<file path="config.mk">
export PLATFORM = sky130hd
export DESIGN_NAME = stim_sequencer_flat
export DESIGN_NICKNAME = d
export VERILOG_FILES = /design/src/rtl/stim_sequencer_pkg.sv /design/src/rtl/stim_sequencer_if.sv /design/src/rtl/lcg_step.sv /design/src/rtl/stim_sequencer.sv /design/src/flat_wrapper.sv
export SDC_FILE = /design/constraint.sdc
export NUM_CORES = 2
export LEC_CHECK = 0
export BUFFER_PORTS_ARGS = -buffer_cell sky130_fd_sc_hd__buf_2
export CAP_MARGIN = 20
export CORE_UTILIZATION = 59
export CTS_CLUSTER_DIAMETER = 50
export DETAILED_ROUTE_END_ITERATION = 16
export GPL_TIMING_DRIVEN = 0
export PLACE_DENSITY = 0.84
export SYNTH_ARGS = -nofsm -noshare
export SYNTH_HDL_FRONTEND = slang
export SYNTH_SLANG_ARGS = --single-unit
</file>
<file path="constraint.sdc">
create_clock -name clk -period 42.2 [get_ports clk]
set_clock_uncertainty 0.1 [all_clocks]
set_input_delay 12.66 -clock clk [delete_from_list [all_inputs] [get_ports clk]]
set_output_delay 12.66 -clock clk [all_outputs]
set_load 0.01 [all_outputs]
</file>
<file path="src/rtl/stim_sequencer_pkg.sv">
// Shared constants, FSM state type and sizing helper for stim_sequencer.
// Optional feature macro: STIM_PAUSE_EN (adds the pause input).
package stim_pkg;

    localparam logic [31:0] LCG_MUL = 32'h41C64E6D;
    localparam logic [31:0] LCG_INC = 32'h3039;

    typedef enum logic [1:0] {
        ST_IDLE,
        ST_RST_HOLD,
        ST_RUN,
        ST_FIN
    } stim_state_e;

    // Number of 32-bit LCG words needed to fill a w-bit vector.
    function automatic int nw_of(input int w);
        return (w + 31) / 32;
    endfunction

endpackage

</file>
<file path="src/rtl/stim_sequencer_if.sv">
// Control/stimulus bundle between a test controller and stim_sequencer.
// Optional feature macro: STIM_PAUSE_EN (adds pause).
interface stim_if #(
    parameter int IN_W = 134
);
    logic            start;
    logic [31:0]     cycles;
    logic            stop;
    logic            seed_load;
    logic [31:0]     seed;
`ifdef STIM_PAUSE_EN
    logic            pause;
`endif
    logic            dut_rst_n;
    logic [IN_W-1:0] in_flat;
    logic            busy;
    logic            done;
    logic [31:0]     cyc_cnt;

`ifdef STIM_PAUSE_EN
    modport master (
        output start, cycles, stop, seed_load, seed, pause,
        input  dut_rst_n, in_flat, busy, done, cyc_cnt
    );
    modport slave (
        input  start, cycles, stop, seed_load, seed, pause,
        output dut_rst_n, in_flat, busy, done, cyc_cnt
    );
`else
    modport master (
        output start, cycles, stop, seed_load, seed,
        input  dut_rst_n, in_flat, busy, done, cyc_cnt
    );
    modport slave (
        input  start, cycles, stop, seed_load, seed,
        output dut_rst_n, in_flat, busy, done, cyc_cnt
    );
`endif

endinterface

</file>
<file path="src/rtl/lcg_step.sv">
// One combinational LCG step: s' = s * LCG_MUL + LCG_INC (mod 2^32).
// Optional feature macro: none.
module lcg_step
    import stim_pkg::*;
(
    input  logic [31:0] s_in,
    output logic [31:0] s_out
);

    assign s_out = s_in * LCG_MUL + LCG_INC;

endmodule

</file>
<file path="src/rtl/stim_sequencer.sv">
// LCG-driven stimulus sequencer with DUT reset hold and run control.
// Optional feature macro: STIM_PAUSE_EN (pause freezes a run in RUN).
module stim_sequencer
    import stim_pkg::*;
#(
    parameter int          IN_W       = 134,
    parameter int          RST_CYCLES = 2,
    parameter logic [31:0] DEF_SEED   = 32'd2320500417
) (
    input  logic clk,
    input  logic rst,
    stim_if.slave bus
);

    localparam int NW = nw_of(IN_W);

    stim_state_e     state_q, state_d;
    logic [31:0]     lcg_q, lcg_d;
    logic [31:0]     cycles_q, cycles_d;
    logic [31:0]     cnt_q, cnt_d;
    logic [31:0]     hold_q, hold_d;
    logic [IN_W-1:0] flat_q, flat_d;
    logic            rstn_q, rstn_d;

    logic [31:0]     base;
    logic [31:0]     words [NW];
    logic [IN_W-1:0] vec;
    logic            adv;
    logic            last;

    // A seed loaded together with start feeds vector 0 directly.
    assign base = (state_q == ST_IDLE && bus.seed_load) ? bus.seed : lcg_q;

    for (genvar k = 0; k < NW; k++) begin : g_chain
        localparam int WW = (IN_W - 32 * k) >= 32 ? 32 : IN_W - 32 * k;
        if (k == 0) begin : g_first
            lcg_step u_step (.s_in(base), .s_out(words[k]));
        end else begin : g_next
            lcg_step u_step (.s_in(words[k-1]), .s_out(words[k]));
        end
        assign vec[32*k +: WW] = words[k][WW-1:0];
    end

`ifdef STIM_PAUSE_EN
    assign adv = !bus.pause;
`else
    assign adv = 1'b1;
`endif

    assign last = (cnt_q + 32'd1) == cycles_q;

    // Next-state and datapath update decisions.
    always_comb begin
        state_d  = state_q;
        lcg_d    = lcg_q;
        cycles_d = cycles_q;
        cnt_d    = cnt_q;
        hold_d   = hold_q;
        flat_d   = flat_q;
        rstn_d   = rstn_q;
        unique case (state_q)
            ST_IDLE: begin
                if (bus.seed_load) lcg_d = bus.seed;
                if (bus.start) begin
                    cycles_d = bus.cycles;
                    flat_d   = vec;
                    lcg_d    = words[NW-1];
                    cnt_d    = 32'd0;
                    hold_d   = 32'd0;
                    rstn_d   = 1'b0;
                    state_d  = ST_RST_HOLD;
                end
            end
            ST_RST_HOLD: begin
                if (hold_q + 32'd1 >= 32'(RST_CYCLES)) begin
                    rstn_d  = 1'b1;
                    state_d = (cycles_q == 32'd0) ? ST_FIN : ST_RUN;
                end else begin
                    hold_d = hold_q + 32'd1;
                end
            end
            ST_RUN: begin
                // A stop landing on the final update still completes it.
                if (adv && (!bus.stop || last)) begin
                    flat_d = vec;
                    lcg_d  = words[NW-1];
                    cnt_d  = cnt_q + 32'd1;
                end
                if (bus.stop) state_d = ST_IDLE;
                else if (adv && last) state_d = ST_FIN;
            end
            ST_FIN: state_d = ST_IDLE;
            default: state_d = ST_IDLE;
        endcase
    end

    // State and datapath registers with synchronous reset.
    always_ff @(posedge clk) begin
        if (rst) begin
            state_q  <= ST_IDLE;
            lcg_q    <= DEF_SEED;
            cycles_q <= 32'd0;
            cnt_q    <= 32'd0;
            hold_q   <= 32'd0;
            flat_q   <= '0;
            rstn_q   <= 1'b0;
        end else begin
            state_q  <= state_d;
            lcg_q    <= lcg_d;
            cycles_q <= cycles_d;
            cnt_q    <= cnt_d;
            hold_q   <= hold_d;
            flat_q   <= flat_d;
            rstn_q   <= rstn_d;
        end
    end

    assign bus.dut_rst_n = rstn_q;
    assign bus.in_flat   = flat_q;
    assign bus.busy      = state_q != ST_IDLE;
    assign bus.done      = state_q == ST_FIN;
    assign bus.cyc_cnt   = cnt_q;

endmodule

</file>
<file path="src/flat_wrapper.sv">
// flat-port wrapper written by rule: the top's interface ports become plain ports
module stim_sequencer_flat import stim_pkg::*;
#(
    parameter int          IN_W       = 134,
    parameter int          RST_CYCLES = 2,
    parameter logic [31:0] DEF_SEED   = 32'd2320500417
)
  (clk, rst, bus_start, bus_cycles, bus_stop, bus_seed_load, bus_seed, bus_dut_rst_n, bus_in_flat, bus_busy, bus_done, bus_cyc_cnt);
  stim_if #(.IN_W(IN_W)) bus_i ();
  input  logic clk;
  input  logic rst;
  input wire logic [$bits(bus_i.start)-1:0] bus_start;
  input wire logic [$bits(bus_i.cycles)-1:0] bus_cycles;
  input wire logic [$bits(bus_i.stop)-1:0] bus_stop;
  input wire logic [$bits(bus_i.seed_load)-1:0] bus_seed_load;
  input wire logic [$bits(bus_i.seed)-1:0] bus_seed;
  output wire logic [$bits(bus_i.dut_rst_n)-1:0] bus_dut_rst_n;
  output wire logic [$bits(bus_i.in_flat)-1:0] bus_in_flat;
  output wire logic [$bits(bus_i.busy)-1:0] bus_busy;
  output wire logic [$bits(bus_i.done)-1:0] bus_done;
  output wire logic [$bits(bus_i.cyc_cnt)-1:0] bus_cyc_cnt;
  assign bus_i.start = bus_start;
  assign bus_i.cycles = bus_cycles;
  assign bus_i.stop = bus_stop;
  assign bus_i.seed_load = bus_seed_load;
  assign bus_i.seed = bus_seed;
  assign bus_dut_rst_n = bus_i.dut_rst_n;
  assign bus_in_flat = bus_i.in_flat;
  assign bus_busy = bus_i.busy;
  assign bus_done = bus_i.done;
  assign bus_cyc_cnt = bus_i.cyc_cnt;
  stim_sequencer #(.IN_W(IN_W), .RST_CYCLES(RST_CYCLES), .DEF_SEED(DEF_SEED)) u_core (.clk(clk), .rst(rst), .bus(bus_i));
endmodule
</file>
==> flow_summary.toml <==
[outcome]
status = "finished clean"

[yosys]
syn_area_sq_um = 56000
synthXorXnorAreaFrac_pct = 6.25
synth_compound_area_share_pct = 7.46
yosysTopAreaCell = "fa_1"
synth.area.top_cells = "fa_1 34%, ha_1 22%, inv_1 12%"
synth_edf_count = 0
synth_mux_area_share_pct = 0.791
synth_fa_ha_area_share_pct = 55.8
ys_warn_count = 0
async_flop_share_pct = 0
synth_simple_gate_area_share_pct = 7.77
synth_nets = 8100
synth.distinct_cells = 86
synth_top_area_share_pct = 33.6
dominantRegCellSynth = "dfxtp_1"
synthCells = 6095
syn_area_per_cell_sq_um = 9.19
ys_seq_area_share_pct = 9.36
synth_seq_cells = 262
synth_top_family_by_area = "adder cells"

[global_routing]
antenna_found_initial = 5
grt_max_degree = 22
gr-total-overflow = 0
grt_pass1_wl_um = 251000
grt_pass1_vias = 45200
grt_usage_pct = 34.6

[placed_design]
dp_hpwl_um = 139000
place_congestion = 1.02
dp.cells = 7597
port_buffers = 235

[route]
vias = 42900
wl_per_cell_um = 21.0
drc_errors = 0
dr.first_iter.drc_count = 3672
routed_wl_um = 162000
viasPerCell = 5.55
ant_nets = 0
first_pass_iters = 6

[clock_network]
clkLatencyLatePin_ps = 620
cts_htree_levels = 2
clockRootBuffer = "clkbuf_16"
path_clk_slew_ps = 50
cts_buffer_depth = 3
cts_tree = "done"
cts_buffers = 42
cts_num_sinks = 262

[worst_hold_path]
min_path_cells = 2
hold_end = "u_core.bus.in_flat[117]$_SDFFE_PP0P_"
hold_start = "u_core.bus.in_flat[117]$_SDFFE_PP0P_"
hp-class = "flop to flop"

[critical_path]
r2r-end = "u_core.lcg_q[31]$_SDFFE_PP1P_"
path_max_fanout = 10
critPathSlowestCell = "fa_1"
regToRegStartpoint = "u_core.state_q[0]$_SDFFE_PP0P_"
max_stage_delay_ps = 570
r2r_slack_ps = 12580
end_kind = "flop"
path_class = "input pin to flop"
reg2reg_depth = 113
cp.arrival_ps = 41780
crit_path_frequent_cell = "fa_1"
critPathLaunchType = "input pin"
worstPathRequired_ps = 42600

[timing]
timing.slew.headroom_pct = 21.7
fin_crit_sh_pct = 98.0
finalMaxSlewViolations = 0
setup_viol = 0
max_freq_ghz = 0.0242
worst_slew_pin_slew_ps = 1170
final_hold_viol_count = 0
period_minus_slack_ps = 41370

[floorplanning]
core-area_sq_um = 93700
initial_core_util_pct = 59.8
rows = 112
die_h_um = 310
die-area_sq_um = 96200
ios = 238
die_x_um = 310

[finish]
drive_above_1_share_pct = 8.72
layout.cells.non_filler = 7727
fin_nets = 8439
area_delta_synth_final_pct = 9.99

[run]
maxCapViolCount = 0
state kept, by name (all words and copies together), names as in the netlist:
name and cells:
u_core.bus.cyc_cnt 32, u_core.bus.dut_rst_n 1, u_core.bus.in_flat 131, u_core.cycles_q 32, u_core.hold_q 32, u_core.lcg_q 32, u_core.state_q 2
cell type report:
type | instances | area (sq um)
well taps | 1254 | 1570
fillers | 7274 | 32100
inverters | 1726 | 6480
repair buffers | 296 | 1730
flip-flops and latches | 262 | 5250
clock inverters | 25 | 300
clock buffers | 53 | 1140
plain buffers | 116 | 562
diodes | 5 | 12.5
multi-input cells | 3990 | 44600
cells in the final DEF (no fill, tap or decap), types with 17 or more instances in the layout:
cell type and instances:
fa_1 940, nor2_1 212, and3_1 25, nor4_1 18
a21o_1 46, o21a_1 26, nand2_1 380, mux2i_1 20
or3_1 17, o21bai_1 20, o21ai_0 82, nand3_1 52
clkbuf_16 43, and2_1 57, nor2b_1 18, a31oi_1 27
a211o_1 19, ha_1 985, xor2_1 72, buf_4 57
nor3_1 46, xnor2_1 250, dfxtp_1 262, a211oi_1 29
clkbuf_1 88, nand4_1 27, nand2b_1 23, a21oi_1 336
inv_1 1724, buf_2 250, xnor2_2 30
worst max path at each step:
stage / start / to / slack [ps] / cells after the start
after floorplan: bus_seed_load / u_core.lcg_q[31]$_SDFFE_PP1P_ / 1940 / 112
after global placement: bus_seed_load / u_core.lcg_q[31]$_SDFFE_PP1P_ / -3240 / 111
after detailed placement: bus_seed_load / u_core.lcg_q[31]$_SDFFE_PP1P_ / -2310 / 118
after CTS: bus_seed_load / u_core.lcg_q[31]$_SDFFE_PP1P_ / 2 / 110
after global routing: bus_seed_load / u_core.lcg_q[31]$_SDFFE_PP1P_ / -80 / 112
final: bus_seed_load / u_core.lcg_q[31]$_SDFFE_PP1P_ / 830 / 114
cell families after synthesis:
kind of cell               count (synthesis)
adders and majority gates               1936
DFF                                      262
and+or+nand+nor                          944
xor gates and xnor gates                 380
AOI/OAI and AO/OA                        689
buffers and inverters                   1843
muxes                                     41
per-stage QoR:
step / setup TNS [ps] / util (%) / setup WS, ps / hold WS, ps / cell area [sq um]
2_1_floorplan: 0 / - / 1940 / 331 / 56000
3_3_place_gp: -19710 / 62.7 / -3240 / 338 / 58800
3_5_place_dp: -9230 / 62.8 / -2310 / 345 / 58900
4_1_cts: 0 / 64.7 / 1.51 / 352 / 60700
5_1_grt: -80.8 / 65.7 / -80.8 / 372 / 61600
6_report: 0 / 65.7 / 828 / 351 / 61600
synth_stat cells (all sizes together), types with 31 or more instances:
cell    count
clkbuf     91
nand3      52
xor2       85
nor2      218
a21oi     344
o21ai      92
a211oi     34
ha        996
and2       57
a21o       46
nand2     383
nor3       51
dfxtp     262
xnor2     287
mux2i      31
fa        940
inv      1725
per-layer routing:
layer	up-vias	part of all wire (%)	GRT usage (%)
met5	-	0	0
met2	1745	46	55.4
met4	0	5.3	16.3
li1	19500	-	-
met3	397	8.5	7.33
met1	21300	40	44.8
timing repair:
action,4_1_cts,5_1_grt
pin swaps,0,22
hold buffers,0,0
setup endpoints to repair,7,7
buffers inserted,2,40
gates cloned,0,1
hold endpoints to repair,0,0
gates resized for setup,53,97
critical path: cells and delay by family:
family | cells | cell delay, ps
adders and majority gates | 43 | 18370
xor gates and xnor gates | 16 | 3120
and+or+nand+nor | 13 | 2590
buffers and inverters | 32 | 2560
AOI/OAI and AO/OA | 9 | 2010
muxes | 1 | 420
Power is not shown: default switching activity piles up to over one toggle a cycle in this logic, so the estimate is an artifact.
